`config.mk`:
```
export PLATFORM = sky130hd
export DESIGN_NAME = iob_2p_asym_fifo_ctrl
export DESIGN_NICKNAME = d
export VERILOG_FILES = /design/src/rtl/iob_2p_asym_fifo_ctrl_pkg.sv /design/src/rtl/iob_asym_fifo_lvl.sv /design/src/rtl/iob_2p_asym_fifo_ctrl.sv
export SDC_FILE = /design/constraint.sdc
export NUM_CORES = 1
export LEC_CHECK = 0
export BUFFER_PORTS_ARGS = -buffer_cell sky130_fd_sc_hd__buf_2
export CAP_MARGIN = 20
export CORE_ASPECT_RATIO = 0.7
export CORE_MARGIN = 1
export CORE_UTILIZATION = 48
export CTS_BUF_LIST = sky130_fd_sc_hd__clkbuf_8 sky130_fd_sc_hd__clkbuf_16
export CTS_CLUSTER_SIZE = 12
export DETAILED_ROUTE_END_ITERATION = 12
export GPL_ROUTABILITY_DRIVEN = 0
export PLACE_DENSITY = 0.85
export SYNTH_ARGS = -nofsm -noshare
export SYNTH_HDL_FRONTEND = slang
export SYNTH_SLANG_ARGS = --single-unit
```
`constraint.sdc`:
```
create_clock -name clk -period 6.65 [get_ports clk]
set_input_delay 0.665 -clock clk [delete_from_list [all_inputs] [get_ports clk]]
set_output_delay 0.665 -clock clk [all_outputs]
set_load 0.02 [all_outputs]
```
`src/rtl/iob_2p_asym_fifo_ctrl_pkg.sv`:
```
// Shared width/size derivations for the asymmetric two-port FIFO controller.
// Fill level is counted in units of the narrower of the two data widths.
package iob_2p_asym_fifo_ctrl_pkg;

    function automatic int calc_min_w(input int w_data_w, input int r_data_w);
        return (w_data_w < r_data_w) ? w_data_w : r_data_w;
    endfunction

    function automatic int calc_inc(input int data_w, input int w_data_w, input int r_data_w);
        return data_w / calc_min_w(w_data_w, r_data_w);
    endfunction

    function automatic int calc_max_addr_w(input int w_addr_w, input int r_addr_w);
        return (w_addr_w > r_addr_w) ? w_addr_w : r_addr_w;
    endfunction

    function automatic int calc_cap(input int w_addr_w, input int r_addr_w);
        return 1 << calc_max_addr_w(w_addr_w, r_addr_w);
    endfunction

endpackage

```
`src/rtl/iob_asym_fifo_lvl.sv`:
```
// Fill-level register and full/empty flags for the asymmetric FIFO.
// Level moves by W_INC per accepted write and R_INC per accepted read.
module iob_asym_fifo_lvl #(
    parameter int LVL_W = 8,
    parameter int W_INC = 2,
    parameter int R_INC = 1,
    parameter int CAP   = 128
) (
    input  logic             clk,
    input  logic             rst,
    input  logic             w_acc,
    input  logic             r_acc,
    output logic [LVL_W-1:0] level,
    output logic             full,
    output logic             empty
);

    logic [LVL_W-1:0] level_next;

    always_comb begin
        // NOTE: default assigned first so every path writes level_next; no latch.
        level_next = level;
        if (w_acc) level_next = level_next + LVL_W'(W_INC);
        if (r_acc) level_next = level_next - LVL_W'(R_INC);
    end

    always_ff @(posedge clk) begin
        // NOTE: non-blocking for state so all registers update from pre-edge values.
        if (rst) level <= '0;
        else     level <= level_next;
    end

    assign full  = (level > LVL_W'(CAP - W_INC));
    assign empty = (level < LVL_W'(R_INC));

endmodule

```
`src/rtl/iob_2p_asym_fifo_ctrl.sv`:
```
// Controller for a FIFO built on an external asymmetric two-port RAM:
// pointers, accept logic and the one-cycle read-valid pipeline.
module iob_2p_asym_fifo_ctrl
    import iob_2p_asym_fifo_ctrl_pkg::*;
#(
    parameter int W_DATA_W = 16,
    parameter int R_DATA_W = 8,
    parameter int W_ADDR_W = 6,
    parameter int R_ADDR_W = 7
) (
    input  logic                clk,
    input  logic                rst,
    input  logic                w_en_i,
    input  logic [W_DATA_W-1:0] w_data_i,
    output logic                w_full_o,
    input  logic                r_en_i,
    output logic [R_DATA_W-1:0] r_data_o,
    output logic                r_valid_o,
    output logic                r_empty_o,
    output logic [((W_ADDR_W > R_ADDR_W) ? W_ADDR_W : R_ADDR_W):0] level_o,
    output logic                mem_w_en_o,
    output logic [W_ADDR_W-1:0] mem_w_addr_o,
    output logic [W_DATA_W-1:0] mem_w_data_o,
    output logic                mem_r_en_o,
    output logic [R_ADDR_W-1:0] mem_r_addr_o,
    input  logic [R_DATA_W-1:0] mem_r_data_i
);

    localparam int W_INC = calc_inc(W_DATA_W, W_DATA_W, R_DATA_W);
    localparam int R_INC = calc_inc(R_DATA_W, W_DATA_W, R_DATA_W);
    localparam int CAP   = calc_cap(W_ADDR_W, R_ADDR_W);
    localparam int LVL_W = calc_max_addr_w(W_ADDR_W, R_ADDR_W) + 1;

    logic [W_ADDR_W-1:0] w_ptr;
    logic [R_ADDR_W-1:0] r_ptr;
    logic                r_valid_q;
    logic                w_acc;
    logic                r_acc;
    logic                full;
    logic                empty;

    // Reset blocks both memory ports; the RAM itself keeps its contents.
    assign w_acc = w_en_i & ~full & ~rst;
    assign r_acc = r_en_i & ~empty & ~rst;

    always_ff @(posedge clk) begin
        if (rst) begin
            w_ptr     <= '0;
            r_ptr     <= '0;
            r_valid_q <= 1'b0;
        end else begin
            if (w_acc) w_ptr <= w_ptr + W_ADDR_W'(1);
            if (r_acc) r_ptr <= r_ptr + R_ADDR_W'(1);
            r_valid_q <= r_acc;
        end
    end

    iob_asym_fifo_lvl #(
        .LVL_W (LVL_W),
        .W_INC (W_INC),
        .R_INC (R_INC),
        .CAP   (CAP)
    ) u_lvl (
        .clk   (clk),
        .rst   (rst),
        .w_acc (w_acc),
        .r_acc (r_acc),
        .level (level_o),
        .full  (full),
        .empty (empty)
    );

    assign w_full_o     = full;
    assign r_empty_o    = empty;
    assign mem_w_en_o   = w_acc;
    assign mem_w_addr_o = w_ptr;
    assign mem_w_data_o = w_data_i;
    assign mem_r_en_o   = r_acc;
    assign mem_r_addr_o = r_ptr;

    // A read accepted just before reset is dropped rather than reported.
    assign r_valid_o = r_valid_q & ~rst;
    assign r_data_o  = mem_r_data_i;

endmodule
```
==> impl_metrics.tcl <==
set metrics [dict create \
    hold_depth 2 \
    rows 16 \
    syn_nets 208 \
    io_buffers 29 \
    grt.overflow.total 0 \
    cts_hold_repair.buffers 0 \
    drtIter0Drc 91 \
    relSlewSlack_pct 65.8 \
    cts_resized 0 \
    dr.pass1.iters 4 \
    tns_ns 0 \
    final_antenna_net_count 0 \
    nFillCells 284 \
    yosys_most_used_dff "dfxtp_1" \
    fin_crit_sh_pct 43.9 \
    yosys-top-cells-count "buf_4 (24), dfxtp_1 (22), nor2_1 (21)" \
    ys_ff_latch 22 \
    insertedDiodeCount 0 \
    fmax_ghz 0.343 \
    core_area_sq_um 2820 \
    cts_buffers 3 \
    min_period_ns 2.92 \
    synth_edf_count 0 \
    drc 0 \
    utilization_pct 51.8 \
    yosysMostFrequentCell "buf_4" \
    placed_area_sq_um 1410 \
    slew_viol_final 0 \
    clockBufferDepth 2 \
    maxCapViolCount 0 \
    setup_slack_ns 3.73 \
    startpoint_type "input pin" \
    holdWs_ns 0.489 \
    vdd_drop_max_mv 0.166 \
    layout-area-overhead-vs-synth_pct 2.01 \
    synthCells 176 \
    worst_setup_path_end_kind "flip-flop" \
    path_class "input pin to flip-flop" \
    drive_gt1_share_pct 21.9 \
    synthTopCellsByArea "dfxtp_1 (31%), buf_4 (13%), nor2_1 (5.5%)" \
    cts_root_buf "clkbuf_8" \
    boundaryPins 78 \
    syn_avg_cell_area_sq_um 8.14 \
    fp.dieArea_sq_um 3210 \
    die_height_microns 47.7 \
    hold_violations 0 \
    power_uw 658 \
    post-place-ws_ns 3.50 \
    synth.cell_area_sq_um 1430 \
    start_util_pct 50.8 \
    grt_pass1_vias 971 \
    via_count 1204 \
    routed_wirelength_mm 2.83 \
    arrival_ns 3.11 \
    postCtsSetupBuffers 0 \
    cts_sinks 22 \
    layout.nets 211 \
    yosys.area.top_type "dfxtp_1" \
    rsz0062_at_grt "no" \
    worst_slew_pin_slew_ns 0.510 \
    ys_async_sr_fraction_pct 0 \
    crit_fanout 26 \
    hp-class "flip-flop to flip-flop" \
    seq_area_frac_synth_pct 30.7 \
    synth.distinct_cells 40 \
    reg2reg_depth 8 \
    instances_no_fill 214 \
    skew_ns 0.00207 \
    synth_top_area_share_pct 30.7 \
    viasPerCell 5.63 \
    grt_max_degree 27 \
    required_ns 6.84 \
    postLayoutCellArea_sq_um 1460 \
    grt_use_total_pct 18.6 \
    status "complete, no violations" \
    setup_viol 0 \
    p_leak_nw 0.633 \
    ys_warn_count 0 \
    die_w_microns 67.3 \
    wl_per_cell_microns 13.2 \
    dp_hpwl_mm 2.10 \
    worstSkewPairLatency_ns 0.26 \
    post-place-cells 210 \
    htree_levels 1 \
    tritoncts "done" \
    antenna_found_initial 0 \
    clk_pin_slew_worst_paths_ns 0.08 \
    power.density_nw_per_um2 450 \
    grt_pass1_wl_mm 4.41 \
]
[routing by layer]
metal | share of wire (%) | track usage (%) | vias to the layer above
met2 | 41 | 26.6 | 39
met5 | 0 | 0 | -
li1 | - | - | 596
met3 | 8.8 | 8.10 | 2
met4 | 0.14 | 1.70 | 0
met1 | 50 | 26.4 | 567
[cell families after synthesis]
logic type	Yosys count	share of synthesized area, %
compound gates	32	15.3
xor+xnor	14	8.56
fa+ha+maj	4	3.49
buf+inv	36	16.4
flops	22	30.7
mux	4	2.79
simple gates	64	22.7
[final timing paths]
path,start,endpoint,slack [ns]
setup reg to reg,u_lvl.level[7],u_lvl.level[6],4.07
hold reg to reg,mem_r_addr_o[1],mem_r_addr_o[1],0.49
hold / removal,mem_r_addr_o[1],mem_r_addr_o[1],0.49
setup / recovery,rst,u_lvl.level[6],3.73
[critical path: stages]
cell and delay [ns]:
buf_2 0.26, or3b_2 0.58, a21oi_2 0.30, xnor2_1 0.20, ha_1 0.21, o21ai_0 0.08, a211oi_1 0.48, o211ai_1 0.17
a21oi_1 0.16
[layout make-up]
class                           instances  area (sq um)  share of cell area (%)
Tap cell                               36          45.0                    3.08
Multi-Input combinational cell        118           757                    51.8
Timing Repair Buffer                   29           145                    9.93
Inverter                                5          18.8                    1.28
Clock buffer                            4          55.1                    3.77
Sequential cell                        22           440                    30.1
[state kept, by name (all words and copies together), names as in the netlist]
signal and count:
u_lvl.level 8, mem_r_addr_o 7, mem_w_addr_o 6, r_valid_q 1
[where the power goes]
part / internal [mW] / switching (mW)
Sequential: 0.165 / 0.0575
Clock: 0.0527 / 0.0420
Combinational: 0.133 / 0.207
[cell usage in the layout, fill, tap and decap left out, types with 2 or more instances in the layout]
cell type	netlist	routed
xnor2_1	6	6
o211ai_1	5	5
buf_2	2	29
dfxtp_1	22	22
mux2i_1	4	4
nor2b_1	2	2
and3_1	5	5
xor2_1	8	8
nor2_1	21	21
o21ai_0	5	5
or3_1	2	2
ha_1	4	4
nor3_1	3	3
nand4_1	6	6
nand2_1	14	14
a21oi_1	10	10
clkbuf_8	0	4
inv_1	5	5
nand3_1	3	3
nor4_1	2	2
Note: power is estimated with default switching activity, not from simulation.
